$ cat src/rtl/rx_cmd_decoder.sv
// rtl/rx_cmd_decoder.sv - command frame parser driving register-file accesses and read-data return
// Frames: {WR_CMD, addr, data} writes, {RD_CMD, addr} reads and returns data on the tx handshake.
module rx_cmd_decoder #(
  parameter int                    DATA_WIDTH = 8,
  parameter int                    ADDR_WIDTH = 4,
  parameter logic [DATA_WIDTH-1:0] WR_CMD     = 8'hAA,
  parameter logic [DATA_WIDTH-1:0] RD_CMD     = 8'hBB,
  parameter int                    RD_TIMEOUT = 15
) (
  input  logic                  CLK,
  input  logic                  RST,
  input  logic [DATA_WIDTH-1:0] rx_data,
  input  logic                  rx_valid,
  output logic [ADDR_WIDTH-1:0] rf_addr,
  output logic [DATA_WIDTH-1:0] rf_wr_data,
  output logic                  rf_wr_en,
  output logic                  rf_rd_en,
  input  logic [DATA_WIDTH-1:0] rf_rd_data,
  input  logic                  rf_rd_valid,
  output logic [DATA_WIDTH-1:0] tx_data,
  output logic                  tx_valid,
  input  logic                  tx_busy,
  output logic                  cmd_err,
  output logic                  rx_overrun
);

  typedef enum logic [2:0] {
    IDLE    = 3'd0,
    WR_ADDR = 3'd1,
    WR_DATA = 3'd2,
    RD_ADDR = 3'd3,
    RD_WAIT = 3'd4,
    TX_WAIT = 3'd5
  } state_t;

  localparam int              CW      = $clog2(RD_TIMEOUT + 1);
  // Last counter value still inside the wait window; the cycle spent there is the final one allowed.
  localparam logic [CW-1:0]   TO_LAST = CW'(RD_TIMEOUT - 1);

  state_t                  state_q, state_d;
  logic [CW-1:0]           cnt_q, cnt_d;
  logic [ADDR_WIDTH-1:0]   addr_q, addr_d;
  logic [DATA_WIDTH-1:0]   wr_data_q, wr_data_d;
  logic                    wr_en_q, wr_en_d;
  logic                    rd_en_q, rd_en_d;
  logic [DATA_WIDTH-1:0]   tx_data_q, tx_data_d;
  logic                    tx_valid_q, tx_valid_d;
  logic                    err_q, err_d;
  logic                    ovr_q, ovr_d;
  logic                    addr_bad;

  assign addr_bad = (rx_data[DATA_WIDTH-1:ADDR_WIDTH] != '0);

  always_ff @(posedge CLK or posedge RST) begin
    if (RST) begin
      state_q    <= IDLE;
      cnt_q      <= '0;
      addr_q     <= '0;
      wr_data_q  <= '0;
      wr_en_q    <= 1'b0;
      rd_en_q    <= 1'b0;
      tx_data_q  <= '0;
      tx_valid_q <= 1'b0;
      err_q      <= 1'b0;
      ovr_q      <= 1'b0;
    end else begin
      state_q    <= state_d;
      cnt_q      <= cnt_d;
      addr_q     <= addr_d;
      wr_data_q  <= wr_data_d;
      wr_en_q    <= wr_en_d;
      rd_en_q    <= rd_en_d;
      tx_data_q  <= tx_data_d;
      tx_valid_q <= tx_valid_d;
      err_q      <= err_d;
      ovr_q      <= ovr_d;
    end
  end

  always_comb begin
    state_d    = state_q;
    cnt_d      = '0;
    addr_d     = addr_q;
    wr_data_d  = wr_data_q;
    wr_en_d    = 1'b0;
    rd_en_d    = 1'b0;
    tx_data_d  = tx_data_q;
    tx_valid_d = tx_valid_q;
    err_d      = 1'b0;
    ovr_d      = 1'b0;

    case (state_q)
      IDLE: begin
        if (rx_valid) begin
          if (rx_data == WR_CMD)      state_d = WR_ADDR;
          else if (rx_data == RD_CMD) state_d = RD_ADDR;
          else                        err_d   = 1'b1;
        end
      end
      WR_ADDR, RD_ADDR: begin
        if (rx_valid) begin
          if (addr_bad) begin
            err_d   = 1'b1;
            state_d = IDLE;
          end else begin
            addr_d = rx_data[ADDR_WIDTH-1:0];
            if (state_q == WR_ADDR) begin
              state_d = WR_DATA;
            end else begin
              rd_en_d = 1'b1;
              state_d = RD_WAIT;
            end
          end
        end
      end
      WR_DATA: begin
        if (rx_valid) begin
          wr_data_d = rx_data;
          wr_en_d   = 1'b1;
          state_d   = IDLE;
        end
      end
      RD_WAIT: begin
        ovr_d = rx_valid;
        // Read data arriving on the last allowed cycle wins over the timeout.
        if (rf_rd_valid) begin
          tx_data_d  = rf_rd_data;
          tx_valid_d = 1'b1;
          state_d    = TX_WAIT;
        end else if (cnt_q == TO_LAST) begin
          err_d   = 1'b1;
          state_d = IDLE;
        end else begin
          cnt_d = cnt_q + CW'(1);
        end
      end
      TX_WAIT: begin
        ovr_d = rx_valid;
        if (!tx_busy) begin
          tx_valid_d = 1'b0;
          state_d    = IDLE;
        end
      end
      default: state_d = IDLE;
    endcase
  end

  assign rf_addr    = addr_q;
  assign rf_wr_data = wr_data_q;
  assign rf_wr_en   = wr_en_q;
  assign rf_rd_en   = rd_en_q;
  assign tx_data    = tx_data_q;
  assign tx_valid   = tx_valid_q;
  assign cmd_err    = err_q;
  assign rx_overrun = ovr_q;

endmodule
$ cat config.mk
export PLATFORM = sky130hd
export DESIGN_NAME = rx_cmd_decoder
export DESIGN_NICKNAME = d
export VERILOG_FILES = /design/src/rtl/rx_cmd_decoder.sv
export SDC_FILE = /design/constraint.sdc
export NUM_CORES = 1
export LEC_CHECK = 0
export BUFFER_PORTS_ARGS = -buffer_cell sky130_fd_sc_hd__buf_2
export CAP_MARGIN = 15
export CORE_AREA = 2 2 54 76
export CTS_CLUSTER_DIAMETER = 150
export DETAILED_ROUTE_END_ITERATION = 8
export DIE_AREA = 0 0 56 78
export PLACE_DENSITY = 0.66
export SYNTH_ARGS = -nofsm -noshare
export SYNTH_HDL_FRONTEND = slang
export SYNTH_SLANG_ARGS = --single-unit
$ cat constraint.sdc
create_clock -name CLK -period 1.3 [get_ports CLK]
set_input_delay 0.065 -clock CLK [delete_from_list [all_inputs] [get_ports CLK]]
set_output_delay 0.065 -clock CLK [all_outputs]
set_load 0.01 [all_outputs]
== Yosys cells after proc, flatten, opt, wreduce, memory -nomap -nowiden ==
Cells that the tools add are included.
Word-level totals
  bits in registers: 32
  latch bits: 0
  bits in writable memories: 0
  bits in read-only memories: 0
  output and inout port bits: 25
  word-level logic and storage cells: 69
  memories kept: 0
Cells by class
  add/subtract/negate cells: 1
  multiply operators: 0
  div/mod/pow operators: 0
  $lt $le $gt $ge: 0
  eq/ne operators: 15
  shift-type cells: 0
  muxes and demuxes: 32
  bitwise logic cells: 1
  reduce and logical (&&, ||, !) cells: 10
Operators by type and width (number)
  3-bit two-way mux: 10
  8-bit equality test, second input constant: 2
  1-bit two-way mux: 16
  3-bit case mux with 5 select lines: 1
  4-bit two-way mux: 3
  2-bit != test, second input constant: 5
  3-bit by 2-bit equality test with 1-bit output, second input constant: 2
  3-bit equality test, second input constant: 2
  3-bit != test, second input constant: 2
  3-bit AND reduction: 2
  6-bit AND reduction: 1
  4-bit by 1-bit adder with 4-bit output, second input constant: 1
  4-bit equality test, second input constant: 1
  2-bit AND reduction: 2
  4-bit nonzero test: 1
  2-bit OR reduction: 2
  3-bit by 1-bit equality test with 1-bit output, second input constant: 1
  3-bit logical NOT: 1
  1-bit case mux with 3 select lines: 1
  1-bit case mux with 2 select lines: 1
  2-bit nonzero test: 1
  1-bit NOT: 1

== Depth between registers and ports, before layout ==
Gate-level depths: netlist of run 1.
  depth in word-level cells: 5
  gate-level depth with buffers: 6
  mapped depth without buffers: 6

== Worst setup path before layout of run 1 ==
Ideal clock, no wire load.
  path type: flip-flop to flip-flop
  start: register state_q[1]
  end: register tx_data_q[0], in the netlist tx_data[0]
  library setup time: 125 ps
  data arrival time: 1347 ps
  setup slack: -172 ps
  cell stages (with the launch flop): 6
  buffers on the path: 1
  period minus slack after synthesis: 1472 ps
  path through: dfrtp_1 inv_2 nand2_1 or3_1 buf_6 mux2_4
Between the ends
  cells in the longest elaborated chain, start to end: 2
RTL lines
  start: declaration: RTL line 40  | state_t state_q, state_d;
  start signal: assignment: RTL line 67  | state_q <= state_d;
  3-bit equality test: RTL line 92  | case (state_q)
  2-bit AND reduction (no source line)
  end signal: assignment: RTL line 73  | tx_data_q <= tx_data_d;
  end: declaration: RTL line 46  | logic [DATA_WIDTH-1:0] tx_data_q, tx_data_d;
No other way between the ends.
A chain may end at the register's enable or synchronous reset.

== Final worst setup path of run 1 ==
  start: register state_q[0]
  end: register state_q[0]
Between the ends
  cells in the longest elaborated chain, start to end: 4
  elaborated cells between the ends (all ways): 15
  classes of those cells: eq/ne (11); mux (1); reduce/logical (3)
RTL lines (RTL line)
  3-bit by 1-bit equality test with 1-bit output or 3-bit by 2-bit equality test with 1-bit output (tied branches): 92
  2-bit OR reduction: 92
  2-bit != test (no source line)
  6-bit AND reduction (no source line)
Parallel ways exist; a longest one is shown, timed or not.

==> results of run 1 <==
## state kept, by name (all words and copies together), names as in the netlist, 3 cells and up
signal and count:
tx_data 8, state_q 3, cnt_q 4, rf_addr 4, rf_wr_data 8
## how the worst max path moves through the flow
stage | to | slack [ps] | startpoint
after floorplan | tx_data[0] | -170 | state_q[1]
after global placement | state_q[0] | -170 | state_q[2]
after detailed placement | state_q[0] | -220 | state_q[2]
after CTS | state_q[0] | -150 | state_q[2]
after global routing | state_q[0] | -220 | state_q[0]
final | state_q[0] | -180 | state_q[0]
## metrics by stage
stage	hold WS, ps	instance area, µm²
after global placement	110.8	1832
after detailed placement	110.2	1832
after CTS	7.570	2033
final	17.71	2131
after global routing	10.34	2131
after floorplan	181.2	1436
## power groups by stage
| stage | registers, W | logic, W | clock network (W) |
|---|---|---|---|
| 6_report | 0.00160 | 0.00192 | 0.000766 |
| 5_1_grt | 0.00165 | 0.00207 | 0.000833 |
| 4_1_cts | 0.00158 | 0.00174 | 0.000787 |
| 3_5_place_dp | 0.00158 | 0.00156 | 0 |
| 3_3_place_gp | 0.00156 | 0.00151 | 0 |
| 2_1_floorplan | 0.00172 | 0.000761 | 0 |
## synthesized netlist by cell type, types with 3 or more instances
library cell	n	area share
dfrtp_1	32	0.56
nand3_1	3	0.011
nor2_1	9	0.024
nand2_1	4	0.011
a21oi_1	4	0.014
and4b_1	3	0.021
mux2_4	8	0.084
inv_1	3	0.0079
mux2_2	13	0.10
## layer usage
layer / up-vias / GRT usage / part of all wire
met2: 45 / 0.2776 / 0.53
met1: 542 / 0.1668 / 0.39
met3: 5 / 0.05333 / 0.072
met4: 0 / 0.05714 / 0.014
li1: 528 / - / -
met5: - / 0 / 0
## logic make-up after synthesis
group / Yosys count / share of synthesized area
flip-flops: 32 / 0.5604
AND/OR/NAND/NOR: 29 / 0.1235
multiplexers: 21 / 0.1865
AO/OA/AOI/OAI: 13 / 0.06743
buffers and inverters: 6 / 0.02627
XOR/XNOR: 3 / 0.01839
adder cells (fa/ha/maj): 2 / 0.01751
## worst max-delay path, delay by kind of cell, from the launching register on
| kind | cells | cell delay, ps |
|---|---|---|
| DFF | 1 | 460 |
| muxes | 1 | 260 |
| AOI/OAI and AO/OA | 2 | 250 |
| and+or+nand+nor | 1 | 410 |
## cell type report
type / instances / area, µm² / area share
Sequential cell: 32 / 804.5 / 0.3776
Multi-Input combinational cell: 68 / 718.2 / 0.3371
Timing Repair Buffer: 70 / 450.4 / 0.2114
Clock buffer: 8 / 90.09 / 0.04228
Tap cell: 42 / 52.55 / 0.02466
Inverter: 4 / 15.01 / 0.007046
## repair_timing
item / CTS / global route
endpoints found under the hold margin: 32 / 0
endpoints found under the setup margin: 28 / 29
hold buffers: 1 / 0
gates resized for setup: 14 / 18
setup buffers: 5 / 2
pin swaps: 8 / 5
==> flow_summary.yaml, run 1 <==
floorplan:
  die_h_um: 78
  core_area_um2: 3643
  die_area_um2: 4368
  start_util: 0.3922
  pin_count: 46
  dieWidth_um: 56
  std_cell_rows: 26
sta:
  setup_ws_ps: -183.2
  finalHoldViolCount: 0
  period_needed_ps: 1483
  fin_tns_setup_ps: -3420
  rsz0062_at_grt: "yes"
  slew_headroom: 0.7789
  setup_viol: 29
  clock_skew_ps: 1.803
  period_share: 1.141
  fmax_ghz: 0.6742
  worstMarginPinSlew_ps: 330.9
  drv_slew: 0
worst_setup_path:
  critPathKind: "reg2reg"
  worstReg2RegEnd: "state_q[0]"
  crit_chain: "or3_4 -> a31oi_4 -> a2111oi_4 -> mux2_4"
  slowest_delay_ps: 460
  rrSetupSlack_ps: -180
  crit_fanout: 7
  cp-end-kind: "flip-flop"
  crit_arrival_ps: 1650
  r2r-start: "state_q[0]"
  crit_slowest_cell: "dfrtp_2"
  r2r_cells: 4
  worstPathRequired_ps: 1460
  start_kind: "flip-flop"
global_routing:
  grt_overflow: 0
  grt_first_pass_wirelength_um: 5361
  grt_pass1_vias: 1206
  grt_max_degree: 17
  antenna_found_initial: 0
  track_usage: 0.1555
clock_network:
  cts-root-buf: "clkbuf_8"
  clock-sinks: 32
  cts_max_level: 2
  cts_tree: "yes"
  numCtsBuffers: 5
  clk_pin_slew_ps: 60
  worstSkewPairLatency_ps: 280
  clockBufferDepth: 2
yosys:
  async_flop_share: 1.000
  avgSynthCellArea_um2: 13.48
  synth_ff_type: "dfrtp_1"
  synth_nets: 129
  yosys_warnings: 0
  synth-seq-area-share: 0.5604
  ys_seq_elements: 32
  synth_edf_count: 0
  syn_inst: 106
  synth.distinct_cells: 30
  synth_area_um2: 1429
detailed_routing:
  drc: 0
  vias_per_cell: 5.000
  totalWireLength_um: 3257
  wl_per_cell_um: 14.54
  vias: 1120
  drt_iter0_drc: 24
  ant_nets: 0
  first_pass_iters: 4
flow_run:
  drv_cap: 0
place:
  pre_cts_slack_ps: -220.6
  dpl.hpwl_um: 2324
  dpl.cell_count: 208
  gp_congestion: 0.7581
  port_buffers: 45
cells_and_area:
  stdcell_count: 224
  num-fill-cells: 318
  layout_common_cells: "buf_2 (45), dfrtp_1 (29), buf_4 (18)"
  drive_gt1_frac: 0.6484
  final_common_cell: "buf_2"
  syn_to_final_growth_pct: 49.12
  fin_nets: 204
  finish.utilization: 0.5848
  num_antenna_cells: 0
status:
  violations: "negative setup slack"
  outcome: "complete, but fails checks"
pwr:
  power_w: 0.004282
  powerDensity_nw_per_um2: 2010
  p_int_w: 0.002909
  swShare: 0.3206
  p_comb_frac: 0.448
  leakagePower_nw: 1.050
  power_switching_w: 0.001373
  power.share.clock: 0.179
  p_seq_frac: 0.373
  irDropWorstVdd_uv: 1177
hold_path:
  min_path_cells: 2
  holdCritStartpoint: "rf_rd_data[7]"
  hold_path_end: "tx_data[7]"
  hold_path_class: "in2reg"
Power figures use the tool's default switching activity.
==> run 2, diff against run 1 <==
--- a/config.mk
+++ b/config.mk
@@ -10,4 +10,5 @@
 export CORE_AREA = 2 2 54 76
 export CTS_CLUSTER_DIAMETER = 150
+export CTS_CLUSTER_SIZE = 12
 export DETAILED_ROUTE_END_ITERATION = 8
 export DIE_AREA = 0 0 56 78
==> constraint.sdc (replaced) <==
create_clock -name CLK -period 1.3 [get_ports CLK]
set_input_delay 0.195 -clock CLK [delete_from_list [all_inputs] [get_ports CLK]]
set_output_delay 0.195 -clock CLK [all_outputs]
set_load 0.01 [all_outputs]
==> flow_summary.yaml, run 2 (synthesized netlist as in run 1, its figures left out) <==
detailed_routing:
  drt_iter0_drc: 34
  totalWireLength_um: 3375
  first_pass_iters: 4
  ant_nets: 0
  drc: 0
  wl_per_cell_um: 15.00
  vias: 1121
  vias_per_cell: 4.982
status:
  outcome: "complete, but fails checks"
  violations: "negative setup slack"
clock_network:
  cts_max_level: 2
  worstSkewPairLatency_ps: 280
  clk_pin_slew_ps: 60
  cts-root-buf: "clkbuf_8"
  clock-sinks: 32
  clockBufferDepth: 2
  numCtsBuffers: 5
  cts_tree: "yes"
place:
  dpl.hpwl_um: 2415
  placed_area_um2: 1854
  gp_congestion: 0.7966
  port_buffers: 45
  dpl.cell_count: 211
floorplan:
  dieWidth_um: 56
  std_cell_rows: 26
  die_h_um: 78
  die_area_um2: 4368
  core_area_um2: 3643
  pin_count: 46
  start_util: 0.3922
worst_setup_path:
  slowest_delay_ps: 420
  r2r-start: "state_q[1]"
  start_kind: "flip-flop"
  cp-end-kind: "flip-flop"
  critPathKind: "reg2reg"
  critPathLaunch: "state_q[1]"
  crit_arrival_ps: 1650
  worstPathRequired_ps: 1460
  crit_slowest_cell: "dfrtp_1"
  crit_fanout: 8
  crit_chain: "inv_2 -> nand2_2 -> or3_4 -> buf_8 -> mux2_4"
global_routing:
  grt_max_degree: 17
  antenna_found_initial: 0
  grt_first_pass_wirelength_um: 5326
  grt_overflow: 0
  track_usage: 0.1589
  grt_pass1_vias: 1154
cells_and_area:
  syn_to_final_growth_pct: 48.34
  stdcell_count: 225
  num_antenna_cells: 0
  layout_common_cells: "buf_2 (45), dfrtp_1 (30), buf_4 (21)"
  fin_nets: 206
  seqCellArea_um2: 803.3
  stdcell_area_um2: 2120
  finish.utilization: 0.5817
  drive_gt1_frac: 0.6557
  num-fill-cells: 302
  multi_input_area_um2: 690.7
  final_common_cell: "buf_2"
sta:
  period_share: 1.140
  worstMarginPinSlew_ps: 382.1
  drv_slew: 0
  setup_viol: 29
  rsz0062_at_grt: "yes"
  setup_ws_ps: -182.3
  slew_headroom: 0.7447
  fin_tns_setup_ps: -3816
  timing.hold.ws_ps: 142.7
  finalHoldViolCount: 0
  clock_skew_ps: 7.660
  period_needed_ps: 1482
  fmax_ghz: 0.6746
pwr:
  powerDensity_nw_per_um2: 2038
  leakagePower_nw: 1.061
  irDropWorstVdd_uv: 1102
hold_path:
  hold_path_class: "in2reg"
  holdCritStartpoint: "rf_rd_data[4]"
flow_run:
  drv_cap: 0
run 2: changes by cell type in the layout (fill, tap and decap cells not counted), sizes merged:
cell	before	now
clkbuf	8	7
buf	69	71
run 2: layer usage:
layer | vias to the layer above | part of all wire | global-route usage
li1 | 534 | - | -
met5 | - | 0 | 0
met4 | 0 | 0.032 | 0.08571
met3 | 11 | 0.086 | 0.06000
met1 | 521 | 0.37 | 0.1711
met2 | 55 | 0.51 | 0.2659
run 2: worst paths after layout:
kind                                    to  slack [ps]  cells after the start
max in group asynchronous       state_q[0]         610                      4
worst max-delay path            tx_data[3]        -180                      5
worst min register to register  rf_addr[3]         510                      1
min in group asynchronous         cnt_q[3]         480                      4
worst max register to register  tx_data[3]        -180                      5
worst min-delay path            tx_data[4]         140                      2
run 2: final cells by class:
class / count / share of cell area
sequential: 32 / 0.3790
tap: 42 / 0.02479
inverter: 4 / 0.007084
timing repair buffer: 72 / 0.2178
clock buffer: 7 / 0.04545
multi-input combinational: 68 / 0.3259
run 2: power by group:
part / internal (W) / switching, W
combinational: 0.00111 / 0.000807
clock: 0.000471 / 0.000341
sequential: 0.00136 / 0.000227
run 2: worst max-delay path, delay by kind of cell, from the launching register on:
kind                   cells  cell delay [ps]
flip-flops                 1              420
AND/OR/NAND/NOR            2              400
multiplexers               1              300
buffers and inverters      2              250
run 2: metrics by stage:
step	setup slack (ps)	power (W)
floorplan	-172.1	0.002481
global placement	-162.7	0.003083
detailed placement	-250.8	0.003159
CTS	-168.5	0.004145
global route	-246.0	0.004572
finish	-182.3	0.004319
run 2: timing repair:
item | 4_1_cts | 5_1_grt
endpoints found under the setup margin | 28 | 29
hold buffers | 1 | 0
endpoints found under the hold margin | 32 | 0
gates resized for setup | 9 | 19
buffers inserted | 3 | 3
pin swaps | 3 | 7
